[src/rtl/wave_capture_pkg.sv]
// Shared encodings for the triggered waveform capture block.
// Contents: capture state encoding, trigger mode encoding.
// Optional feature macro used by wave_capture_trig: WAVE_CAPTURE_AUTOTRIG_EN.
package wave_capture_pkg;

  typedef enum logic [1:0] {
    ST_ARMED  = 2'b00,
    ST_ACTIVE = 2'b01,
    ST_WAIT   = 2'b10
  } cap_state_t;

  typedef enum logic [1:0] {
    TRIG_RISING   = 2'b00,
    TRIG_FALLING  = 2'b01,
    TRIG_FREE_RUN = 2'b10,
    TRIG_RESERVED = 2'b11
  } trig_mode_t;

endpackage

[src/rtl/dffr.sv]
// Team flop: D register with synchronous active-high reset and load enable.
// Ports:
//   i_clk    clock
//   i_reset  synchronous reset, loads RST_VAL
//   i_en     load enable
//   i_d      next value
//   o_q      registered value
module dffr #(
  parameter int              W       = 1,
  parameter logic [W-1:0]    RST_VAL = '0
) (
  input  logic         i_clk,
  input  logic         i_reset,
  input  logic         i_en,
  input  logic [W-1:0] i_d,
  output logic [W-1:0] o_q
);

  always_ff @(posedge i_clk) begin
    if (i_reset) begin
      o_q <= RST_VAL;
    end else if (i_en) begin
      o_q <= i_d;
    end
  end

endmodule

[src/rtl/wave_trigger_detect.sv]
// Trigger detector: keeps the previous sample and flags a level crossing
// (rising/falling) or free-run for the current sample.
// Ports:
//   i_clk, i_reset   clock, synchronous active-high reset
//   i_sample_ready   strobe, i_sample_in valid; also loads the history register
//   i_sample_in      current signed sample
//   i_trig_mode      trigger mode (reserved code behaves as rising)
//   i_trig_level     signed threshold
//   o_hit            trigger condition for the current sample (not gated by strobe)
module wave_trigger_detect
  import wave_capture_pkg::*;
#(
  parameter int SAMPLE_W = 16
) (
  input  logic                i_clk,
  input  logic                i_reset,
  input  logic                i_sample_ready,
  input  logic [SAMPLE_W-1:0] i_sample_in,
  input  logic [1:0]          i_trig_mode,
  input  logic [SAMPLE_W-1:0] i_trig_level,
  output logic                o_hit
);

  logic [SAMPLE_W-1:0] r_prev;
  logic                w_prev_below;
  logic                w_cur_below;

  dffr #(.W(SAMPLE_W), .RST_VAL('0)) u_prev (
    .i_clk   (i_clk),
    .i_reset (i_reset),
    .i_en    (i_sample_ready),
    .i_d     (i_sample_in),
    .o_q     (r_prev)
  );

  assign w_prev_below = $signed(r_prev)      < $signed(i_trig_level);
  assign w_cur_below  = $signed(i_sample_in) < $signed(i_trig_level);

  always_comb begin
    o_hit = 1'b0;
    case (trig_mode_t'(i_trig_mode))
      TRIG_FALLING:  o_hit = !w_prev_below && w_cur_below;
      TRIG_FREE_RUN: o_hit = 1'b1;
      default:       o_hit = w_prev_below && !w_cur_below;
    endcase
  end

endmodule

[src/rtl/wave_capture_trig.sv]
// Triggered waveform capture into a double-buffered display RAM.
// Arms on a trigger, writes 2**ADDR_W decimated offset-binary samples into the
// half not owned by the display, then flips o_read_index once the display is idle.
// Optional feature: define WAVE_CAPTURE_AUTOTRIG_EN to force a trigger after
// AUTO_TRIG_SAMPLES strobes spent waiting in ARMED.
// Ports:
//   i_clk, i_reset          clock, synchronous active-high reset
//   i_new_sample_ready      sample strobe
//   i_new_sample_in         signed sample
//   i_trig_mode/i_trig_level trigger selection (sampled only while ARMED)
//   i_decim                 keep 1 of every i_decim+1 samples (latched at trigger)
//   i_wave_display_idle     buffer swap permitted
//   o_write_address         {~read_index, count}
//   o_write_enable          RAM write strobe
//   o_write_sample          top DISP_W bits of the sample, MSB inverted
//   o_read_index            half owned by the display
//   o_triggered             capture in progress or waiting for swap
module wave_capture_trig
  import wave_capture_pkg::*;
#(
  parameter int SAMPLE_W          = 16,
  parameter int DISP_W            = 8,
  parameter int ADDR_W            = 8,
  parameter int DECIM_W           = 4,
  parameter int AUTO_TRIG_SAMPLES = 4096
) (
  input  logic                i_clk,
  input  logic                i_reset,
  input  logic                i_new_sample_ready,
  input  logic [SAMPLE_W-1:0] i_new_sample_in,
  input  logic [1:0]          i_trig_mode,
  input  logic [SAMPLE_W-1:0] i_trig_level,
  input  logic [DECIM_W-1:0]  i_decim,
  input  logic                i_wave_display_idle,
  output logic [ADDR_W:0]     o_write_address,
  output logic                o_write_enable,
  output logic [DISP_W-1:0]   o_write_sample,
  output logic                o_read_index,
  output logic                o_triggered
);

  // State table
  //   state     | meaning
  //   ST_ARMED  | waiting for trigger condition on a strobe
  //   ST_ACTIVE | writing decimated samples into the inactive half
  //   ST_WAIT   | buffer full, waiting for display idle to swap halves

  if (DISP_W < 1 || DISP_W > SAMPLE_W) begin : g_chk_disp
    $error("DISP_W must be in 1..SAMPLE_W");
  end
  if (AUTO_TRIG_SAMPLES < 1) begin : g_chk_auto
    $error("AUTO_TRIG_SAMPLES must be at least 1");
  end

  localparam logic [DISP_W-1:0] MSB_FLIP = DISP_W'(1) << (DISP_W - 1);

  logic [1:0]         r_state_raw;
  cap_state_t         r_state;
  cap_state_t         w_state_nxt;
  logic [ADDR_W-1:0]  r_count,     w_count_nxt;
  logic [DECIM_W-1:0] r_dcnt,      w_dcnt_nxt;
  logic [DECIM_W-1:0] r_decim_q,   w_decim_q_nxt;
  logic               r_ri,        w_ri_nxt;
  logic               w_hit;
  logic               w_auto_hit;
  logic               w_fire;
  logic               w_we;

  assign r_state = cap_state_t'(r_state_raw);

  wave_trigger_detect #(.SAMPLE_W(SAMPLE_W)) u_trig (
    .i_clk          (i_clk),
    .i_reset        (i_reset),
    .i_sample_ready (i_new_sample_ready),
    .i_sample_in    (i_new_sample_in),
    .i_trig_mode    (i_trig_mode),
    .i_trig_level   (i_trig_level),
    .o_hit          (w_hit)
  );

`ifdef WAVE_CAPTURE_AUTOTRIG_EN
  localparam int AUTO_W = $clog2(AUTO_TRIG_SAMPLES + 1);

  logic [AUTO_W-1:0] r_auto_cnt, w_auto_cnt_nxt;

  assign w_auto_hit = (r_auto_cnt == AUTO_W'(AUTO_TRIG_SAMPLES - 1));

  // Counts strobes seen while ARMED; any exit from ARMED restarts the window.
  always_comb begin
    w_auto_cnt_nxt = r_auto_cnt;
    if (r_state != ST_ARMED) begin
      w_auto_cnt_nxt = '0;
    end else if (i_new_sample_ready) begin
      w_auto_cnt_nxt = (w_hit || w_auto_hit) ? '0 : r_auto_cnt + AUTO_W'(1);
    end
  end

  dffr #(.W(AUTO_W), .RST_VAL('0)) u_auto_cnt (
    .i_clk(i_clk), .i_reset(i_reset), .i_en(1'b1),
    .i_d(w_auto_cnt_nxt), .o_q(r_auto_cnt)
  );
`else
  assign w_auto_hit = 1'b0;
`endif

  assign w_fire = w_hit || w_auto_hit;
  assign w_we   = (r_state == ST_ACTIVE) && i_new_sample_ready && (r_dcnt == '0);

  always_comb begin
    w_state_nxt   = r_state;
    w_count_nxt   = r_count;
    w_dcnt_nxt    = r_dcnt;
    w_decim_q_nxt = r_decim_q;
    w_ri_nxt      = r_ri;
    case (r_state)
      ST_ARMED: begin
        if (i_new_sample_ready && w_fire) begin
          w_state_nxt   = ST_ACTIVE;
          w_count_nxt   = '0;
          w_dcnt_nxt    = '0;
          w_decim_q_nxt = i_decim;
        end
      end
      ST_ACTIVE: begin
        if (i_new_sample_ready) begin
          if (r_dcnt == '0) begin
            // Count wraps to zero on the last write of the half.
            w_count_nxt = r_count + ADDR_W'(1);
            w_dcnt_nxt  = r_decim_q;
            if (r_count == '1) begin
              w_state_nxt = ST_WAIT;
            end
          end else begin
            w_dcnt_nxt = r_dcnt - DECIM_W'(1);
          end
        end
      end
      ST_WAIT: begin
        if (i_wave_display_idle) begin
          w_ri_nxt    = !r_ri;
          w_state_nxt = ST_ARMED;
        end
      end
      default: w_state_nxt = ST_ARMED;
    endcase
  end

  dffr #(.W(2), .RST_VAL(ST_ARMED)) u_state (
    .i_clk(i_clk), .i_reset(i_reset), .i_en(1'b1),
    .i_d(w_state_nxt), .o_q(r_state_raw)
  );

  dffr #(.W(ADDR_W), .RST_VAL('0)) u_count (
    .i_clk(i_clk), .i_reset(i_reset), .i_en(1'b1),
    .i_d(w_count_nxt), .o_q(r_count)
  );

  dffr #(.W(DECIM_W), .RST_VAL('0)) u_dcnt (
    .i_clk(i_clk), .i_reset(i_reset), .i_en(1'b1),
    .i_d(w_dcnt_nxt), .o_q(r_dcnt)
  );

  dffr #(.W(DECIM_W), .RST_VAL('0)) u_decim_q (
    .i_clk(i_clk), .i_reset(i_reset), .i_en(1'b1),
    .i_d(w_decim_q_nxt), .o_q(r_decim_q)
  );

  dffr #(.W(1), .RST_VAL(1'b0)) u_ri (
    .i_clk(i_clk), .i_reset(i_reset), .i_en(1'b1),
    .i_d(w_ri_nxt), .o_q(r_ri)
  );

  assign o_write_enable  = w_we;
  assign o_write_address = {!r_ri, r_count};
  assign o_write_sample  = i_new_sample_in[SAMPLE_W-1 -: DISP_W] ^ MSB_FLIP;
  assign o_read_index    = r_ri;
  assign o_triggered     = (r_state == ST_ACTIVE) || (r_state == ST_WAIT);

endmodule

[config.mk]
export PLATFORM = sky130hd
export DESIGN_NAME = wave_capture_trig
export DESIGN_NICKNAME = d
export VERILOG_FILES = /design/src/rtl/wave_capture_pkg.sv /design/src/rtl/dffr.sv /design/src/rtl/wave_trigger_detect.sv /design/src/rtl/wave_capture_trig.sv
export SDC_FILE = /design/constraint.sdc
export NUM_CORES = 1
export LEC_CHECK = 0
export ABC_AREA = 1
export CAP_MARGIN = 20
export CORE_MARGIN = 2
export CORE_UTILIZATION = 35
export CTS_BUF_LIST = sky130_fd_sc_hd__clkbuf_8
export DETAILED_ROUTE_END_ITERATION = 8
export GPL_TIMING_DRIVEN = 0
export HOLD_SLACK_MARGIN = 0.1
export PLACE_DENSITY = 0.61
export SYNTH_ARGS = -nofsm -noshare
export SYNTH_HDL_FRONTEND = slang
export SYNTH_SLANG_ARGS = --single-unit
[constraint.sdc]
create_clock -name i_clk -period 4.4 [get_ports i_clk]
set_clock_uncertainty 0.1 [all_clocks]
set_input_delay 0.88 -clock i_clk [delete_from_list [all_inputs] [get_ports i_clk]]
set_output_delay 0.88 -clock i_clk [all_outputs]
set_load 0.01 [all_outputs]
== Word level (Yosys, flattened, before mapping) ==
Cells that the tools add are included.

* Register bits: 35
* Latch bits: 0
* Bits in writable memories: 0
* Memory bits (read-only): 0
* Bits of input ports: 42
* Output and inout bits: 20
* Logic and storage cells: 53
* Memories kept: 0

* Add/subtract/negate cells: 2
* $mul: 0
* Divide/modulo/power cells: 0
* Magnitude comparators: 2
* Eq/ne operators: 10
* Shift-type cells: 0
* Mux-type cells: 15
* Bitwise gates (word level): 1
* Reduce and logical (&&, ||, !) cells: 17

{| class="wikitable"
|+ Operator list
! cell !! count
|-
| $lt A16 B16 Y1 || 2
|-
| $mux W8 || 3
|-
| $pmux W8 S2 || 1
|-
| $mux W4 || 3
|-
| $mux W2 || 5
|-
| $add A8 B1 Y8 const B || 1
|-
| $eq A8 B8 Y1 const B || 1
|-
| $pmux W4 S2 || 1
|-
| $ne A2 B2 Y1 const B || 3
|-
| $pmux W2 S3 || 1
|-
| $logic_and A1 B1 Y1 || 5
|-
| $reduce_and A5 Y1 || 1
|-
| $eq A2 B1 Y1 const B || 2
|-
| $eq A2 B2 Y1 const B || 2
|-
| $logic_not A4 Y1 || 1
|-
| $ne A2 B1 Y1 const B || 2
|-
| $reduce_and A2 Y1 || 2
|-
| $reduce_and A4 Y1 || 1
|-
| $sub A4 B1 Y4 const B || 1
|-
| $logic_not A1 Y1 || 3
|-
| $reduce_and A3 Y1 || 1
|-
| $logic_not A2 Y1 || 1
|-
| $pmux W1 S2 || 1
|-
| $reduce_bool A2 Y1 || 1
|-
| other kinds (2) || 2
|}

== Depth between registers and ports, before layout ==
* Depth after elaboration: 7
* Gate-level depth with buffers: 20
* Gate-level depth less buffers: 20

== Modules after synthesis ==
A second synthesis with hierarchy kept.

* Cell total of the unflattened synthesis: 521
* Area, all modules: 3115.5 sq um

{| class="wikitable"
|+ Modules (own cells, without submodules)
! module !! times used !! cells an instance !! area an instance (sq um) !! sequential area each (sq um)
|-
| wave_trigger_detect || 1 || 136 || 859.6 || 0.0
|-
| wave_capture_trig || 1 || 161 || 772.0 || 0.0
|-
| dffr (u_trig.u_prev) || 1 || 101 || 670.6 || 320.3
|-
| dffr (u_dcnt ...) || 2 || 26 || 172.7 || 80.1
|-
| dffr (u_count) || 1 || 51 || 341.6 || 160.2
|-
| dffr (u_state) || 1 || 13 || 81.3 || 40.0
|-
| dffr (u_ri) || 1 || 7 || 45.0 || 20.0
|}

== Worst setup path before layout ==
No wires, ideal clock.

* Path type: input to register
* Start: in i_trig_level[13]
* End: reg u_count.o_q[5]
* Setup time: 115 ps
* Arrival time: 2518 ps
* Data required time: 4185 ps
* Setup slack: 1667 ps
* Stages on the path: 15
* Path buffers: 1
* Cells stage by stage: inv_1 -> ha_1 -> a21o_1 -> a21oi_1 -> a21boi_2 -> nand3_1 -> nand2_2 -> nand2_2 -> a21oi_4 -> nand3_4 -> nand2_4 -> buf_8 -> nand3_1 -> nand2_1 -> nor2_1

* Word-level cells in the longest chain between the ends: 7
* Elaborated cells between the ends (all ways): 10
* Those cells by class: order compare (2); eq/ne (1); mux (1); reduce/logical (6)

{| class="wikitable"
|+ Ends and longest elaborated chain
! element !! RTL line !! text
|-
| start: declaration || wave_capture_trig.sv:32 || <nowiki>input logic [SAMPLE_W-1:0] i_trig_level,</nowiki>
|-
| $lt A16 B16 Y1 (on tied branches) || wave_trigger_detect.sv:37, wave_trigger_detect.sv:36 ||
|-
| $logic_not A1 Y1 (on tied branches) || wave_trigger_detect.sv:44, wave_trigger_detect.sv:42 ||
|-
| $logic_and A1 B1 Y1 (on tied branches) || wave_trigger_detect.sv:44, wave_trigger_detect.sv:42 ||
|-
| $pmux W1 S2 * || wave_trigger_detect.sv:41 || <nowiki>case (trig_mode_t'(i_trig_mode))</nowiki>
|-
| $logic_and A1 B1 Y1 * || wave_capture_trig.sv:117 || <nowiki>if (i_new_sample_ready && w_fire) begin</nowiki>
|-
| $ne A2 B2 Y1 (no source line) * || n/a ||
|-
| $reduce_and A4 Y1 (no source line) * || n/a ||
|-
| end signal: assignment || dffr.sv:23 || <nowiki>o_q <= i_d;</nowiki>
|-
| end: declaration || dffr.sv:16 || <nowiki>output logic [W-1:0] o_q</nowiki>
|}

Mark *: on every way between the ends. The rest lies on a longest branch, timed or not.
A chain may end at the register's enable or synchronous reset.

== Worst setup path after layout ==
* Start: in i_new_sample_ready
* End: out o_write_enable

* Word-level cells in the longest chain between the ends: 2

{| class="wikitable"
|+ Ends and longest elaborated chain
! element !! RTL line !! text
|-
| start: declaration || wave_capture_trig.sv:29 || <nowiki>input logic i_new_sample_ready,</nowiki>
|-
| $logic_and A1 B1 Y1 (2 in a row) || wave_capture_trig.sv:107 || <nowiki>assign w_we = (r_state == ST_ACTIVE) && i_new_sample_ready && (r_dcnt == '0);</nowiki>
|-
| end: declaration || wave_capture_trig.sv:36 || <nowiki>output logic o_write_enable,</nowiki>
|}

Every way passes these cells.

==> qor.yml <==
status:
  run_status: "finished, final reports clean"
floorplanning:
  design.die.area_um2: 8070
  design.core.area_um2: 7180
  floorplan.die.height_um: 89.8
  design.portCount: 62
  num_rows: 31
  chipWidth_um: 89.8
  initial_utilization_pct: 35.9
sta:
  timing.final.crit_period_ns: 3.87
  tns_ns: 0
  worst_slack_ns: 0.534
  finalHoldViolations: 0
  tightest_slew_ns: 0.579
  finalSetupViolations: 0
  grt_setup_unrepaired: "false"
  max_freq_ghz: 0.259
  period_utilization_pct: 87.9
  worst_slew_margin_rel_pct: 61.4
  maxSlewViolCount: 0
finish:
  num_antenna_cells: 0
  finish.net_count: 523
  final.fill_count: 740
  final_layout_size_suffix_gt1_share_pct: 6.55
  areaGrowthSynthToFinish_pct: 32.8
power:
  power_frac_clock_pct: 23.8
  static-leakage-power_nw: 1.61
  switching_share_pct: 36.8
  cellPowerDensity_nw_per_um2: 361
  net-switching-power_w: 0.000455
  ir_worst_vdd_mv: 0.157
  internal_power_contribution_w: 0.000782
  share_seq_of_total_power_pct: 33.6
  share_comb_of_total_power_pct: 42.6
worst_setup_path:
  timing.setup.critical_path_class: "in -> out"
  path_common_cell: "clkdlybuf4s50_1"
  critical_path.cell_chain: "clkdlybuf4s50_1 > clkinv_1 > clkbuf_1 > nor3_1 > clkdlybuf4s50_1"
  crit_arrival_ns: 2.89
  reg2reg_from: "u_trig.u_prev.o_q[5]"
  cp_slowest_stage_delay_ns: 0.59
  critical_path_peak_fanout: 10
  cpLargestDelayFamily: "buffers and inverters"
  timing.critical_path.required_ns: 3.42
  critical_path.endpoint_type: "output port"
  worst_path_max_delay_cell: "clkdlybuf4s50_1"
  cp.buffers_inverters: 4
  cp-startpoint: "i_new_sample_ready"
  startpoint_type: "input port"
yosys:
  synth.cell_area_um2: 2580
  syn-mean-instance-area_um2: 6.89
  synth_cell_type_count: 32
  synth_cells: 374
  synth.yosys.warnings: 0
  synth-seq-cells: 35
  yosysSeqAreaShare_pct: 27.2
  synth_nets: 455
min_path:
  hold_path_class: "reg -> reg"
  holdCritStartpoint: "u_decim_q.o_q[1]"
grt:
  pin_count_of_the_biggest_net_entering_global_routing: 13
  first_global_vias: 2389
  overall_fraction_of_global_route_tracks_in_use_pct: 14.9
  gr-total-overflow: 0
  grt_first_pass_wirelength_um: 10200
  antenna_found_initial: 0
route:
  drt-vias-per-instance: 4.67
  post_route_ant_nets: 0
  dr.pass1.iters: 4
  drt_iter0_markers: 77
  detail_route.drc_violations: 0
  route.final.wire_length_um: 5930
  vias: 2529
  wl_per_cell_um: 10.9
cts:
  hold_buffers: 0
  cts_made_buffers: 5
  tritoncts_clock_tree: "done"
  cts.reportedPaths.clkPinSlew_ns: 0.08
  cts-resized-gates: 0
  post_cts_buffers: 0
  worstSkewPairLatency_ns: 0.29
  clockBufferDepth: 2
  h-tree-depth: 2
  cts.sink_count: 35
  cts_root_buf: "clkbuf_8"
flow_run:
  maxCapViolations: 0
placed_design:
  detailedPlacementHpwl_um: 4680
  gpl.final_weighted_congestion: 0.781
  dpl_worst_slack_ns: 0.525
  place.port_buffers: 61
[layer usage]
| layer | vias up | routed length (µm) | track usage [%] |
|---|---|---|---|
| met5 | - | 0 | 0 |
| met4 | 0 | 42 | 3.97 |
| met3 | 2 | 304 | 3.27 |
| met2 | 60 | 2720 | 25.7 |
| met1 | 1117 | 2860 | 18.9 |
| li1 | 1350 | - | - |
[power groups by stage]
stage,Clock (W),Sequential (W),Combinational [W]
floorplan,0,0.000428,0.000320
global placement,0,0.000421,0.000519
detailed placement,0,0.000422,0.000528
CTS,0.000304,0.000416,0.000530
global route,0.000318,0.000424,0.000595
finish,0.000294,0.000416,0.000527
[cell type report]
cell class / instances / area (µm²) / share of cell area (%)
plain buffers: 16 / 98.8 / 2.89
multi-input cells: 267 / 1570 / 45.8
clock inverters: 3 / 43.8 / 1.28
clock buffers: 5 / 68.8 / 2.01
flip-flops and latches: 35 / 701 / 20.5
well taps: 99 / 124 / 3.62
repair buffers: 61 / 611 / 17.8
inverters: 56 / 210 / 6.14
[layout by cell type, fill, tap and decap left out, drive strengths merged]
cell	netlist	final
a221oi	1	1
nand3	23	23
a211oi	3	3
nor3	8	8
ha	39	39
o21ai	33	33
a21boi	1	1
nand2	66	66
clkdlybuf4s50	0	61
a21o	1	1
clkbuf	5	10
bufinv	0	1
inv	54	54
xor2	1	1
dfxtp	35	35
nand4	1	1
clkinv	2	4
nand3b	2	2
nor2	49	49
buf	11	11
or2	1	1
a21oi	38	38
[registers in the layout (all words and copies together) (netlist names)]
name and cells:
u_count.o_q 8, u_state.o_q 2, u_ri.o_q 1, u_trig.u_prev.o_q 16, u_dcnt.o_q 4, u_decim_q.o_q 4
[path summary, 6_finish.rpt]
check / end / slack [ns] / depth (start not counted)
setup / recovery: o_write_enable / 0.53 / 5
hold / removal: u_decim_q.o_q[1] / 0.35 / 2
setup reg to reg: u_count.o_q[6] / 2.12 / 16
hold reg to reg: u_decim_q.o_q[1] / 0.35 / 2
[stage by stage]
stage	std cells	area [µm²]	hold WS (ns)	util, %	power (W)
after floorplan	374	2580	0.324	-	0.000748
after global placement	534	3310	0.337	46.2	0.000940
after global routing	542	3430	0.396	47.7	0.00134
after detailed placement	534	3310	0.340	46.2	0.000950
after CTS	542	3430	0.354	47.7	0.00125
final	542	3430	0.353	47.7	0.00124
[synth_stat cells]
master     n  share of area [%]
nor2_1    49                7.1
buf_8      1               0.58
o21ai_2    1               0.34
clkbuf_1   5               0.73
clkinv_1   2               0.29
nand3b_1   2               0.58
o21ai_0   30                5.8
buf_2      1               0.19
nor3_1     7                1.4
nand2_1   62                9.0
xor2_1     1               0.34
o21ai_1    2               0.39
inv_1     53                7.7
nor3_2     1               0.39
a221oi_1   1               0.34
nand3_1   21                4.1
nand2_2    3               0.73
buf_4      7                2.0
or2_2      1               0.24
a21oi_4    1               0.63
a211oi_1   3               0.87
a21o_1     1               0.29
nand4_1    1               0.24
a21boi_2   1               0.44
nand2_4    1               0.44
inv_2      1               0.15
ha_1      39                 19
nand3_2    1               0.39
nand3_4    1               0.68
buf_1      2               0.29
dfxtp_1   35                 27
a21oi_1   37                7.2
[cells by family (layout without fill, tap and decap cells)]
logic type               after synthesis  in the layout  share of synthesized area (%)
AND/OR/NAND/NOR                      150            150                           25.3
AO/OA/AOI/OAI                         77             77                           16.3
buffers and inverters                 72            141                           12.0
adder cells (fa/ha/maj)               39             39                           18.9
flip-flops                            35             35                           27.2
XOR/XNOR                               1              1                          0.340
[tightest hold or removal path: cells and delay by family (launching register included)]
| family | cells | cell delay, ns |
|---|---|---|
| flops | 1 | 0.32 |
| buf+inv | 1 | 0.05 |
| compound gates | 1 | 0.05 |
Note: power is estimated with default switching activity, not from simulation.
